## config.mk

```make
export PLATFORM = sky130hd
export DESIGN_NAME = uart_rx_deser
export DESIGN_NICKNAME = d
export VERILOG_FILES = /design/src/rtl/uart_defs_pkg.sv /design/src/rtl/uart_rx_deser_baud_tick_gen.sv /design/src/rtl/uart_rx_deser.sv
export SDC_FILE = /design/constraint.sdc
export NUM_CORES = 1
export LEC_CHECK = 0
export CORE_ASPECT_RATIO = 1.1
export CORE_MARGIN = 3
export CORE_UTILIZATION = 61
export DETAILED_ROUTE_END_ITERATION = 7
export PLACE_DENSITY = 0.83
export SYNTH_ARGS = -nofsm -noshare
export SYNTH_HDL_FRONTEND = slang
export SYNTH_SLANG_ARGS = --single-unit
```

## constraint.sdc

```tcl
create_clock -name clk -period 5.3 [get_ports clk]
set_clock_uncertainty 0.1 [all_clocks]
set_input_delay 1.59 -clock clk [delete_from_list [all_inputs] [get_ports clk]]
set_output_delay 1.59 -clock clk [all_outputs]
set_load 0.02 [all_outputs]
```

## src/rtl/uart_defs_pkg.sv

```systemverilog
// rtl/uart_defs_pkg.sv - shared UART definitions: receiver states, oversample rate, defaults
package uart_defs_pkg;

    // Receiver states, listed in the order a frame visits them
    typedef enum logic [2:0] {
        ST_IDLE      = 3'd0,
        ST_START     = 3'd1,
        ST_DATA      = 3'd2,
        ST_STOP      = 3'd3,
        ST_WAIT_HIGH = 3'd4
    } rx_state_t;

    // Ticks per bit period; also used by the transmitter
    localparam int OVERSAMPLE  = 16;
    localparam int DEF_DBIT    = 8;
    localparam int DEF_SB_TICK = 16;

    // Clock cycles per oversample tick (integer floor)
    function automatic int calc_div(input int clk_hz, input int baud);
        return clk_hz / (baud * OVERSAMPLE);
    endfunction

endpackage

```

## src/rtl/uart_rx_deser_baud_tick_gen.sv

```systemverilog
// rtl/uart_rx_deser_baud_tick_gen.sv - free-running divider producing the 16x baud tick
module baud_tick_gen #(
    parameter int DIV = 54
) (
    input  logic clk,
    input  logic rst,
    output logic tick
);

    localparam int CW = (DIV > 1) ? $clog2(DIV) : 1;
    localparam logic [CW-1:0] LAST = CW'(DIV - 1);

    logic [CW-1:0] r_cnt;

    // Count 0..DIV-1 and wrap; the tick marks the wrapping cycle
    always_ff @(posedge clk or posedge rst) begin
        if (rst) begin
            r_cnt <= '0;
        end else if (r_cnt == LAST) begin
            r_cnt <= '0;
        end else begin
            r_cnt <= r_cnt + 1'b1;
        end
    end

    assign tick = (r_cnt == LAST);

endmodule

```

## src/rtl/uart_rx_deser.sv

```systemverilog
// rtl/uart_rx_deser.sv - 16x oversampling 8N1 UART receiver with frame error detection
module uart_rx_deser
    import uart_defs_pkg::*;
#(
    parameter int CLK_HZ  = 100_000_000,
    parameter int BAUD    = 115200,
    parameter int DBIT    = DEF_DBIT,
    parameter int SB_TICK = DEF_SB_TICK
) (
    input  logic            clk,
    input  logic            rst,
    input  logic            rx,
    output logic [DBIT-1:0] dout,
    output logic            rx_done_tick,
    output logic            frame_err
);

    localparam int DIV = calc_div(CLK_HZ, BAUD);
    localparam int NW  = (DBIT > 1) ? $clog2(DBIT) : 1;
    localparam logic [NW-1:0] N_LAST    = NW'(DBIT - 1);
    localparam logic [3:0]    S_MID     = 4'd7;
    localparam logic [3:0]    S_LAST    = 4'd15;
    localparam logic [3:0]    S_STOP    = 4'(SB_TICK - 1);

    logic            w_tick;
    logic            r_sync1;
    logic            r_sync2;
    logic            w_rx_s;

    rx_state_t       r_state;
    rx_state_t       w_next;

    logic [3:0]      r_s;
    logic [NW-1:0]   r_n;
    logic [DBIT-1:0] r_b;
    logic [DBIT-1:0] r_dout;
    logic            r_done;
    logic            r_err;

    logic            w_s_clr;
    logic            w_s_inc;
    logic            w_n_clr;
    logic            w_n_inc;
    logic            w_shift;
    logic            w_load;
    logic            w_err;

    baud_tick_gen #(.DIV(DIV)) u_baud (
        .clk  (clk),
        .rst  (rst),
        .tick (w_tick)
    );

    // Two-flop synchronizer; resets to idle-high so reset never looks like a start bit
    always_ff @(posedge clk or posedge rst) begin
        if (rst) begin
            r_sync1 <= 1'b1;
            r_sync2 <= 1'b1;
        end else begin
            r_sync1 <= rx;
            r_sync2 <= r_sync1;
        end
    end

    assign w_rx_s = r_sync2;

    // FSM state register
    always_ff @(posedge clk or posedge rst) begin
        if (rst) begin
            r_state <= ST_IDLE;
        end else begin
            r_state <= w_next;
        end
    end

    // Next-state logic; IDLE and WAIT_HIGH react every clock, others only on ticks
    always_comb begin
        w_next = r_state;
        case (r_state)
            ST_IDLE: begin
                if (!w_rx_s) w_next = ST_START;
            end
            ST_START: begin
                if (w_tick && r_s == S_MID) w_next = w_rx_s ? ST_IDLE : ST_DATA;
            end
            ST_DATA: begin
                if (w_tick && r_s == S_LAST && r_n == N_LAST) w_next = ST_STOP;
            end
            ST_STOP: begin
                if (w_tick && r_s == S_STOP) w_next = w_rx_s ? ST_IDLE : ST_WAIT_HIGH;
            end
            ST_WAIT_HIGH: begin
                if (w_rx_s) w_next = ST_IDLE;
            end
            default: w_next = ST_IDLE;
        endcase
    end

    // Datapath controls decoded from the current state and sampling point
    always_comb begin
        w_s_clr = 1'b0;
        w_s_inc = 1'b0;
        w_n_clr = 1'b0;
        w_n_inc = 1'b0;
        w_shift = 1'b0;
        w_load  = 1'b0;
        w_err   = 1'b0;
        case (r_state)
            ST_IDLE: begin
                if (!w_rx_s) w_s_clr = 1'b1;
            end
            ST_START: begin
                if (w_tick) begin
                    if (r_s == S_MID) begin
                        if (!w_rx_s) begin
                            w_s_clr = 1'b1;
                            w_n_clr = 1'b1;
                        end
                    end else begin
                        w_s_inc = 1'b1;
                    end
                end
            end
            ST_DATA: begin
                if (w_tick) begin
                    if (r_s == S_LAST) begin
                        w_shift = 1'b1;
                        w_s_clr = 1'b1;
                        if (r_n != N_LAST) w_n_inc = 1'b1;
                    end else begin
                        w_s_inc = 1'b1;
                    end
                end
            end
            ST_STOP: begin
                if (w_tick) begin
                    if (r_s == S_STOP) begin
                        w_load = w_rx_s;
                        w_err  = ~w_rx_s;
                    end else begin
                        w_s_inc = 1'b1;
                    end
                end
            end
            default: ;
        endcase
    end

    // Tick/bit counters, shift register, output byte and registered pulses
    always_ff @(posedge clk or posedge rst) begin
        if (rst) begin
            r_s    <= '0;
            r_n    <= '0;
            r_b    <= '0;
            r_dout <= '0;
            r_done <= 1'b0;
            r_err  <= 1'b0;
        end else begin
            if (w_s_clr) begin
                r_s <= '0;
            end else if (w_s_inc) begin
                r_s <= r_s + 1'b1;
            end
            if (w_n_clr) begin
                r_n <= '0;
            end else if (w_n_inc) begin
                r_n <= r_n + 1'b1;
            end
            if (w_shift) r_b <= {w_rx_s, r_b[DBIT-1:1]};
            if (w_load) r_dout <= r_b;
            r_done <= w_load;
            r_err  <= w_err;
        end
    end

    assign dout         = r_dout;
    assign rx_done_tick = r_done;
    assign frame_err    = r_err;

endmodule

```

Word level (Yosys, flattened, before mapping):

Index checks and enable logic that the tools add are counted.

* word-level logic and storage cells: 72
* bits of input ports: 3
* flip-flop bits (word level): 36
* output and inout port bits: 10

* bitwise gates (word level): 1
* add/subtract/negate cells: 3
* reduce and logical (&&, ||, !) cells: 8
* muxes and demuxes: 36
* equal/unequal tests: 14

Operators with widths (count)
* 3-bit 2-to-1 mux: 8
* 1-bit 2-to-1 mux: 21
* 3-bit case mux with 5 select lines: 1
* 2-bit inequality test (second input constant): 5
* 4-bit 2-to-1 mux: 2
* 6-bit by 1-bit adder with 6-bit output (second input constant): 1
* 3-bit by 2-bit equality test with 1-bit output (second input constant): 2
* 3-bit equality test (second input constant): 2
* 6-bit equality test (second input constant): 1
* 6-bit 2-to-1 mux: 1
* 5-bit AND reduction: 1
* 4-bit by 1-bit adder with 4-bit output (second input constant): 1
* 4-bit by 3-bit equality test with 1-bit output (second input constant): 1
* 4-bit equality test (second input constant): 1
* 2-bit nonzero test: 2
* 3-bit by 1-bit adder with 3-bit output (second input constant): 1
* 3-bit by 1-bit equality test with 1-bit output (second input constant): 1
* 1-bit logical AND: 3
* 3-bit logical NOT: 1
* 3-bit inequality test (second input constant): 1
* 1-bit case mux with 3 select lines: 1
* 2-bit 2-to-1 mux: 1
* 1-bit case mux with 2 select lines: 1
* 2-bit OR reduction: 1
* 1-bit NOT: 1

Longest topological paths before layout:

* word-level depth: 7
* gate-level depth with buffers: 7
* depth with buffers taken out: 6

Modules after synthesis:

Synthesis repeated with hierarchy kept, for this count alone.

* cells, all modules: 138
* area, all modules: 1641.6 sq um

Modules (own cells, without submodules)
* uart_rx_deser: sequential area each 753.2 sq um, cells each 111, area each 1352.5 sq um, times used 1
* baud_tick_gen: sequential area each 150.1 sq um, cells each 27, area each 289.0 sq um, times used 1

Worst setup path after synthesis:

OpenSTA, ideal clock, no wires.

* path kind: flip-flop to output port
* start: reg r_dout[0], in the netlist dout[0]
* end: out dout[0]
* cell stages (with the launch flop): 1
* data required time: 3.610 ns
* arrival time: 0.423 ns
* slack: 3.187 ns
* cell sequence: dfrtp_1

RTL lines
* start: declaration: RTL line uart_rx_deser.sv:36 `logic [DBIT-1:0] r_dout;`
* start signal: assignment: RTL line uart_rx_deser.sv:170 `if (w_load) r_dout <= r_b;`
* end: declaration: RTL line uart_rx_deser.sv:13 `output logic [DBIT-1:0] dout,`

No word-level cell between the ends.

Worst setup path after layout:

* start: reg r_dout[0], in the netlist dout[0]
* end: out dout[0]

No word-level cell between the ends.

==> summary.txt <==
gr ovfl total - 0
overall routing resource usage - 18.9%
CTS clk-pin slew, worst paths - 0.11 ns
Slew HR - 55.2%
CP Cell Sequence - clkdlybuf4s50_1
Max Clock Freq - 332 MHz
setup TNS - 0 ns
RSZ-0062 raised after global routing - false
Final setup viols - 0
Starting Density - 64.8%
Final Total Pwr - 477 uW
CP Class - reg2out
grt met3 use - 4.47%
Avg Inst Size Synth - 11.9 um^2
DR DRC count - 0
crit path DAT - 1.32 ns
Final period util - 56.9%
Die X - 55.6 um
min cycle time layout - 3.01 ns
synth unique cells - 39
WP buf/inv - 1
DR vias/cell - 6.06
routing usage on met2 - 33.1%
LEAKAGE - 0.000854 uW
Boundary Pins - 13
Critical-path top delay cell - clkdlybuf4s50_1
Seq cells post-synth - 36
drt first-iter violations - 39
PwrDens - 258 nW/um^2
register area - 903 um^2
gp weighted congestion - 0.825
CTS sink count - 36
Core Area - 2540 um^2
WP depth - 1
Mapped Cells - 138
fill count - 170
post-synth top area cell - dfrtp_1
Avg WL per Cell - 15.9 um
detailed-route via count - 1115
Post-CTS Setup Inserts - 0
CTS HTree Levels - 2
critical path peak fanout - 2
clk_lat worst skew - 0.35 ns
top cells by area, synth - dfrtp_1, mux2_2, ha_1, dfstp_2, o31ai_1
VDD IR max - 276 uV
Hold/Removal Path Class - reg2reg
worst-margin pin slew - 0.672 ns
startpoint types - flop
sequential area share after synthesis - 54.8%
hold buffer count at cts - 0
cts bufs inserted - 5
Synth top area share - 51.6%
number of cells on the worst reg-to-reg path - 6
first-pass GRT wire length - 4.82 mm
largest net degree at the start of global routing - 37
Multi-input gate area - 678 um^2
Final Max Slew Viols - 0
GR Util met1 - 20.9%
placement row count - 19
synth warn - 0
most frequent cells in the layout - dfrtp_1, mux2_2, clkdlybuf4s50_1
full die area - 3360 um^2
initial antenna violation count - 0
endpoint class of the critical path - output pin
WL final - 2.92 mm
Hold Fails Final Rpt - 0
vias in the first global route - 1120
synthesized area - 1650 um^2
number of gates resized after cts - 0
Layout Utilization - 72.7%
port buffer count - 12
Detailed Place HPWL - 1.94 mm
critical path's top delay family - buffers and inverters
Max Cap Violations - 0
CTS tree - yes
TritonRoute pass-1 iters - 4
slowest stage delay, CP - 0.61 ns
share of cells above drive strength 1 - 19.0%
Detail Route Antenna Nets - 0
# diodes - 0
Post-Syn Nets - 146
r2r setup slk - 3.00 ns
cell depth of the worst hold path - 0
area delta synth->final - 12.3%
Root Driver - clkbuf_4
die height - 60.5 um
NumNets Final - 160
commonest non-fill, non-tap cell in the layout - dfrtp_1
Critical Path RT - 3.61 ns
outcome - finished, final reports clean
GR peak layer - met2
CTS Buffer Depth - 2
## where the power goes
part	switching (uW)	total, uW	internal, uW
clock	93.0	192	98.9
combinational	5.81	8.32	2.51
sequential	0.614	277	276
total	99.5	477	377
## cell type report
| type | count | share of cell area (%) |
|---|---|---|
| clock inverter | 2 | 1.89 |
| tap | 31 | 2.10 |
| multi-input combinational | 89 | 36.6 |
| inverter | 7 | 1.42 |
| clock buffer | 6 | 2.23 |
| sequential | 36 | 48.8 |
| timing repair buffer | 13 | 6.90 |
## cells in the mapped netlist, drive strengths merged
cell type and number:
a211o 1, a21oi 7, a22o 1, a311oi 1, a31o 1, a32o 1
a32oi 1, a41oi 1, and3 1, and4 3, and4b 1, buf 5
clkbuf 1, dfrtp 34, dfstp 2, ha 5, inv 7, mux2 16
nand2 5, nand2b 1, nand3 4, nand4 4, nand4b 1, nor2 9
nor2b 2, nor3 1, nor4 1, o211ai 1, o21ai 4, o21bai 1
o22ai 1, o31ai 5, or3 2, or4 3, xnor2 1, xor2 3
## final timing paths
path,from,end
max,dout[0],dout[0]
min,r_sync1,r_sync2
max reg2reg,u_baud.r_cnt[1],dout[2]
min reg2reg,r_sync1,r_sync2
max in group asynchronous,rst,r_sync1
min in group asynchronous,rst,r_b[2]
## sequential cells by signal (all words and copies together) (netlist names), 3 cells and up
| signal | cells |
|---|---|
| r_state | 3 |
| r_b | 8 |
| u_baud.r_cnt | 6 |
| r_s | 4 |
| r_n | 3 |
| dout | 8 |
## cells by family (layout without fill, tap and decap cells)
kind of cell	count (synthesis)	count (layout)	synth area share (%)
AOI/OAI and AO/OA	26	26	10.7
xor gates and xnor gates	4	4	2.13
adders and majority gates	5	5	3.80
buffers and inverters	13	28	4.02
DFF	36	36	54.8
muxes	16	16	10.9
and+or+nand+nor	38	38	13.6
## through the flow
step | setup WS [ns] | cells | area [um^2] | hold WS (ns)
after detailed placement | 2.66 | 176 | 1770 | 0.247
after global routing | 2.23 | 184 | 1850 | 0.270
after global placement | 2.69 | 176 | 1770 | 0.246
after floorplan | 2.81 | 138 | 1650 | 0.245
final | 2.29 | 184 | 1850 | 0.259
after CTS | 2.26 | 184 | 1850 | 0.255
## layer usage
metal	vias to the layer above	routed length, um	share of wire (%)
li1	532	-	-
met2	23	1480	51
met4	0	57	2.0
met3	8	126	4.3
met5	-	0	0
met1	552	1260	43
No activity file was read; power rests on OpenSTA's default activity.
